File: config.mk
export PLATFORM = sky130hd
export DESIGN_NAME = pdm_modulator_flat
export DESIGN_NICKNAME = d
export VERILOG_FILES = /design/src/rtl/pdm_modulator_if.sv /design/src/rtl/pdm_modulator.sv /design/src/flat_wrapper.sv
export SDC_FILE = /design/constraint.sdc
export NUM_CORES = 1
export LEC_CHECK = 0
export BUFFER_PORTS_ARGS = -buffer_cell sky130_fd_sc_hd__buf_2
export CORE_MARGIN = 1
export CORE_UTILIZATION = 57
export CTS_CLUSTER_SIZE = 10
export DETAILED_ROUTE_END_ITERATION = 8
export GPL_TIMING_DRIVEN = 0
export HOLD_SLACK_MARGIN = 0.15
export PLACE_DENSITY = 0.8
export SETUP_SLACK_MARGIN = 0.4
export SLEW_MARGIN = 10
export SYNTH_ARGS = -nofsm -noshare
export SYNTH_HDL_FRONTEND = slang
export SYNTH_SLANG_ARGS = --single-unit
File: constraint.sdc
create_clock -name clk -period 12.75 [get_ports clk]
set_input_delay 1.9125 -clock clk [delete_from_list [all_inputs] [get_ports clk]]
set_output_delay 1.9125 -clock clk [all_outputs]
set_load 0.05 [all_outputs]
File: src/rtl/pdm_modulator_if.sv
// PCM sample handshake into the PDM modulator.
// The master drives samples; the modulator is the slave.
interface pdm_modulator_if #(
    parameter int DATA_W = 16
) ();
    logic [DATA_W-1:0] pcm_data;
    logic              pcm_valid;
    logic              pcm_ready;

    modport master (
        output pcm_data,
        output pcm_valid,
        input  pcm_ready
    );

    modport slave (
        input  pcm_data,
        input  pcm_valid,
        output pcm_ready
    );
endinterface

File: src/rtl/pdm_modulator.sv
// Second-order sigma-delta PCM to PDM modulator.
// Includes bit clock divider, 2-deep sample FIFO and underrun flag.
module pdm_modulator #(
    parameter int DATA_W  = 16,
    parameter int CLK_DIV = 4,
    parameter int OSR     = 64
) (
    input  logic           clk,
    input  logic           rst_n,
    input  logic           enable,
    pdm_modulator_if.slave pcm,
    output logic           pdm_clk,
    output logic           pdm_data,
    output logic           underrun
);

    localparam int DW = $clog2(CLK_DIV);
    localparam int BW = $clog2(OSR);
    localparam int IW = DATA_W + 4;
    localparam int SW = IW + 2;

    typedef logic signed [IW-1:0] int_t;
    typedef logic signed [SW-1:0] sum_t;

    localparam sum_t FB_POS = sum_t'(2 ** (DATA_W - 1));
    localparam sum_t LIM    = sum_t'(2 ** (DATA_W + 2));

    logic [DW-1:0]            div;
    logic [DW-1:0]            div_n;
    logic                     div_last;
    logic [BW-1:0]            bitcnt;
    logic                     tick;
    logic                     frame;

    logic [DATA_W-1:0]        mem [2];
    logic                     rd_ptr;
    logic                     wr_ptr;
    logic [1:0]               count;
    logic                     full;
    logic                     empty;
    logic                     push;
    logic                     pop;

    logic signed [DATA_W-1:0] cur_sample;
    logic signed [DATA_W-1:0] x;
    int_t                     i1;
    int_t                     i2;
    int_t                     i1_n;
    int_t                     i2_n;
    sum_t                     fb;
    sum_t                     s1;
    sum_t                     s2;

    function automatic int_t sat(input sum_t v);
        if (v > LIM) begin
            return int_t'(LIM);
        end else if (v < -LIM) begin
            return int_t'(-LIM);
        end
        return int_t'(v);
    endfunction

    assign div_last = (div == DW'(CLK_DIV - 1));
    assign div_n    = div_last ? '0 : div + 1'b1;
    assign tick     = enable && div_last;
    assign frame    = tick && (bitcnt == '0);

    assign full          = (count == 2'd2);
    assign empty         = (count == 2'd0);
    assign pcm.pcm_ready = !full;
    assign push          = pcm.pcm_valid && !full;
    // pop uses pre-push occupancy, so a same-cycle push never bypasses
    assign pop           = frame && !empty;
    assign underrun      = frame && empty;

    always_comb begin
        x = cur_sample;
        if (frame) begin
            x = pop ? $signed(mem[rd_ptr]) : '0;
        end
    end

    always_comb begin
        fb   = pdm_data ? FB_POS : -FB_POS;
        s1   = sum_t'(i1) + sum_t'(x) - fb;
        i1_n = sat(s1);
        s2   = sum_t'(i2) + sum_t'(i1_n) - fb;
        i2_n = sat(s2);
    end

    always_ff @(posedge clk or negedge rst_n) begin
        if (!rst_n) begin
            count  <= 2'd0;
            rd_ptr <= 1'b0;
            wr_ptr <= 1'b0;
            mem[0] <= '0;
            mem[1] <= '0;
        end else begin
            if (push) begin
                mem[wr_ptr] <= pcm.pcm_data;
                wr_ptr      <= !wr_ptr;
            end
            if (pop) begin
                rd_ptr <= !rd_ptr;
            end
            unique case ({push, pop})
                2'b10:   count <= count + 2'd1;
                2'b01:   count <= count - 2'd1;
                default: count <= count;
            endcase
        end
    end

    always_ff @(posedge clk or negedge rst_n) begin
        if (!rst_n) begin
            div        <= '0;
            bitcnt     <= '0;
            cur_sample <= '0;
            i1         <= '0;
            i2         <= '0;
            pdm_clk    <= 1'b0;
            pdm_data   <= 1'b0;
        end else if (!enable) begin
            div        <= '0;
            bitcnt     <= '0;
            cur_sample <= '0;
            i1         <= '0;
            i2         <= '0;
            pdm_clk    <= 1'b0;
            pdm_data   <= 1'b0;
        end else begin
            div     <= div_n;
            pdm_clk <= (div_n >= DW'(CLK_DIV / 2));
            if (tick) begin
                bitcnt   <= bitcnt + 1'b1;
                i1       <= i1_n;
                i2       <= i2_n;
                pdm_data <= !i2_n[IW-1];
                if (frame) begin
                    cur_sample <= x;
                end
            end
        end
    end

endmodule

File: src/flat_wrapper.sv
// flat-port wrapper written by rule: the top's interface ports become plain ports
module pdm_modulator_flat 
#(
    parameter int DATA_W  = 16,
    parameter int CLK_DIV = 4,
    parameter int OSR     = 64
)
  (clk, rst_n, enable, pdm_clk, pdm_data, underrun, pcm_pcm_data, pcm_pcm_valid, pcm_pcm_ready);
  pdm_modulator_if #(.DATA_W(DATA_W)) pcm_i ();
  input  logic clk;
  input  logic rst_n;
  input  logic enable;
  output logic pdm_clk;
  output logic pdm_data;
  output logic underrun;
  input wire logic [$bits(pcm_i.pcm_data)-1:0] pcm_pcm_data;
  input wire logic [$bits(pcm_i.pcm_valid)-1:0] pcm_pcm_valid;
  output wire logic [$bits(pcm_i.pcm_ready)-1:0] pcm_pcm_ready;
  assign pcm_i.pcm_data = pcm_pcm_data;
  assign pcm_i.pcm_valid = pcm_pcm_valid;
  assign pcm_pcm_ready = pcm_i.pcm_ready;
  pdm_modulator #(.DATA_W(DATA_W), .CLK_DIV(CLK_DIV), .OSR(OSR)) u_core (.clk(clk), .rst_n(rst_n), .enable(enable), .pcm(pcm_i), .pdm_clk(pdm_clk), .pdm_data(pdm_data), .underrun(underrun));
endmodule
==> results.json <==
{
  "result_of_the_run": "completed",
  "cts_max_level": 3,
  "global_route.overflow_total": 0,
  "grt_use_total": 0.3147,
  "synth_edf_count": 0,
  "worstHoldPathType": "reg2reg",
  "irDropWorstVdd_mv": 0.06759,
  "post-layout-total-power_mw": 1.303,
  "critPathArrivalTime_ns": 12.74,
  "hold_violations": 0,
  "worst_hold_slack_after_final_layout_ns": 0.4460,
  "cap_violations": 0,
  "number_of_pins_with_negative_max_slew_slack_in_the_final_report": 0,
  "dp_hpwl_um": 12790,
  "crit_path_max_incr_delay_ns": 0.51,
  "worst_setup_path_start_kind": "input pin",
  "fin_area_um2": 8806,
  "antenna_found_initial": 0,
  "die-width_um": 113.4,
  "synthesis.nets": 832,
  "finalNonFillerCells": 1020,
  "initial_utilization": 0.5860,
  "port_buffers": 23,
  "critPathSlowestCell": "a2111oi_0",
  "core_area_um2": 12060,
  "post-route-min-period_ns": 12.45,
  "ys_seq_elements": 101,
  "synth_largest_area_cell": "dfrtp_1",
  "via_count": 6370,
  "clock_insertion_delay_worst_skew_ns": 0.36,
  "finalCoreUtilization": 0.7301,
  "areaGrowthSynthToFinish_pct": 24.59,
  "dpl_cell_area_um2": 7466,
  "cts_inserted_buffers": 9,
  "drtAntennaViolNets": 0,
  "p_per_area_nw_per_um2": 148.0,
  "setup_violations": 0,
  "floorplan.io_pins": 24,
  "cts_tree": "done",
  "critPathMaxFanout": 8,
  "firstDrtPassIters": 6,
  "tightest_slew_ns": 0.7268,
  "yosys.cell_types.count": 68,
  "detail_route.drc_violations": 0,
  "fin_nets": 927,
  "core.rowCount": 40,
  "post-route-period-util": 0.9765,
  "timing.max_slew.rel_slack": 0.5154,
  "place.detailed.instances": 944,
  "clk_path_buf_depth": 2,
  "wirelength_met1_um": 7799,
  "post-synth-top-area-fraction": 0.3576,
  "detail_route.vias_per_cell": 6.245,
  "critPathRequiredTime_ns": 13.04,
  "die-area_um2": 12850,
  "first_global_vias": 6620,
  "fraction_of_layout_instances_using_a_drive_strength_above_1": 0.2746,
  "drtIter0Drc": 534,
  "numClockSinks": 101,
  "finalClockSkew_ns": 0.007964,
  "timing_worst_setup_path_type": "in2reg",
  "synth_seq_area_share": 0.3576,
  "met2RoutedLength_um": 10200,
  "postSynthAreaPerCell_um2": 9.399,
  "yosysWarnings": 0,
  "floorplan.die.height_um": 113.4,
  "maxUsedRoutingLayer": "met4",
  "grt_setup_unrepaired": "yes",
  "r2r_slack_ns": 0.82,
  "fmax_ghz": 0.08032,
  "dominant_cells_by_area_after_synthesis": "dfrtp_1 36%, ha_1 9.9%, mux2_2 5.1%, a21o_1 4.8%, nand2_1 3.9%",
  "critical_path.most_common_cell": "a21oi_2",
  "n_antenna_cell": 0,
  "synth_area_um2": 7068,
  "wirelength_um": 19970,
  "leakage_nw": 4.368,
  "rd_place_congestion": 0.8984,
  "synth_ff_type": "dfrtp_1",
  "route.met3.wl_um": 973,
  "wire_per_inst_um": 19.58,
  "synthCells": 752,
  "clockRootBuffer": "clkbuf_16",
  "cts.clk_slew.worst_paths_ns": 0.08,
  "maximum_number_of_pins_on_one_net_before_global_route_repair": 57,
  "grt_pass1_wl_um": 31930,
  "worst_setup_path_end_kind": "register",
  "ys_async_sr_fraction": 1.000
}
layout by cell type, fill, tap and decap left out, types with 6 or more instances in the layout:
cell       count
a21o_1        45
a21oi_1       25
a21oi_2        8
and2_1         8
buf_2         21
buf_4         57
buf_6          7
clkbuf_1      20
clkbuf_16      9
dfrtp_1      101
ha_1          44
ha_4           8
inv_1         26
mux2_2        32
mux2i_1       21
nand2_1       72
nand2b_1      10
nand3_1       14
nand4_1        8
nor2_1        48
nor2b_1       16
nor3_1         8
o211ai_1       6
o21ai_0       32
o21ai_1        7
o21ai_2       15
o31ai_1        8
xnor2_1       30
xor2_1        13
cell type report:
class                           instances  area (µm²)
Tap cell                              168       210.2
Clock inverter                          6       70.07
Multi-Input combinational cell        597        4890
Fill cell                             768        3256
Timing Repair Buffer                   84       620.6
Buffer                                 27       157.7
Inverter                               27       101.3
Clock buffer                           10       229.0
Sequential cell                       101        2527
layer usage:
metal / track usage / vias up
met3: 0.05999 / 101
li1: - / 2904
met2: 0.5534 / 250
met1: 0.3616 / 3115
met4: 0.1711 / 0
met5: 0 / -
worst max-delay path, delay by kind of cell:
kind	cells	cell delay (ns)
xor gates and xnor gates	1	0.18
AOI/OAI and AO/OA	27	4.99
adders and majority gates	5	1.45
buffers and inverters	8	1.03
and+or+nand+nor	20	3.15
cells by family after synthesis:
group                      after synthesis  synth area share
AOI/OAI and AO/OA                      211            0.2038
xor gates and xnor gates                44           0.05452
adders and majority gates               62            0.1133
buffers and inverters                   54           0.03027
DFF                                    101            0.3576
muxes                                   56           0.08727
and+or+nand+nor                        224            0.1533
synthesized netlist by cell type, types with 2 or more instances:
master,number
a21boi_0,4
nand3b_1,2
nor4_1,4
nand3_1,15
inv_1,27
nor3_1,9
clkbuf_1,24
ha_1,56
o21a_1,5
and2_1,9
maj3_1,2
or3_1,2
o21ai_0,45
nor2b_1,19
nor2_1,57
fa_1,4
o21ai_1,10
dfrtp_1,101
and3_1,4
o41ai_1,2
nand2_1,74
xor2_1,14
a21o_1,45
a21oi_1,36
o31ai_1,9
a22o_1,2
o21bai_1,6
nand4_1,8
o211a_1,4
nand2b_1,10
a2111oi_0,4
nand4b_1,2
o22ai_1,3
mux2_2,32
a211o_1,3
a31o_1,2
a211oi_1,5
mux2i_1,22
or4_1,2
a31oi_1,5
a31o_2,2
o211ai_1,6
xnor2_1,30
power breakdown:
group          leakage, nW  switching [mW]  total (mW)  internal [mW]
logic                 2.89           0.322       0.587          0.265
clock network        0.147           0.133       0.287          0.154
registers             1.33          0.0413       0.428          0.387
total                 4.37           0.497        1.30          0.806
final timing paths:
kind                                        endpoint                      start  depth (start not counted)
setup / recovery           u_core.i2[13]$_DFFE_PN0P_                     enable                         61
hold / removal               u_core.div[0]$_DFF_PN0_    u_core.div[0]$_DFF_PN0_                          1
setup reg to reg           u_core.i2[13]$_DFFE_PN0P_  u_core.rd_ptr$_DFFE_PN0N_                         57
hold reg to reg              u_core.div[0]$_DFF_PN0_    u_core.div[0]$_DFF_PN0_                          1
max in group asynchronous  u_core.i2[14]$_DFFE_PN0P_                      rst_n                          2
min in group asynchronous  u_core.mem[0]$_DFFE_PN0P_                      rst_n                          1
state kept, by name (all words and copies together), names as in the netlist:
name	cells
u_core.wr_ptr	1
u_core.pdm_data	1
u_core.i1	20
u_core.cur_sample	16
u_core.mem	32
u_core.bitcnt	6
u_core.div	2
u_core.rd_ptr	1
u_core.i2	20
u_core.count	2
through the flow:
step / setup WS, ns / setup TNS [ns]
2_1_floorplan: 0.4134 / 0
3_3_place_gp: -1.930 / -34.63
3_5_place_dp: -2.428 / -44.51
4_1_cts: 0.4145 / 0
5_1_grt: -0.1441 / -1.726
6_report: 0.2998 / 0
what timing repair did:
action,in CTS,in global routing
gates resized for setup,79,60
pin swaps,54,61
setup buffers,43,16
hold buffers,0,0
cloned,1,0
setup endpoints to repair,21,19
Note: power is estimated with default switching activity, not from simulation.
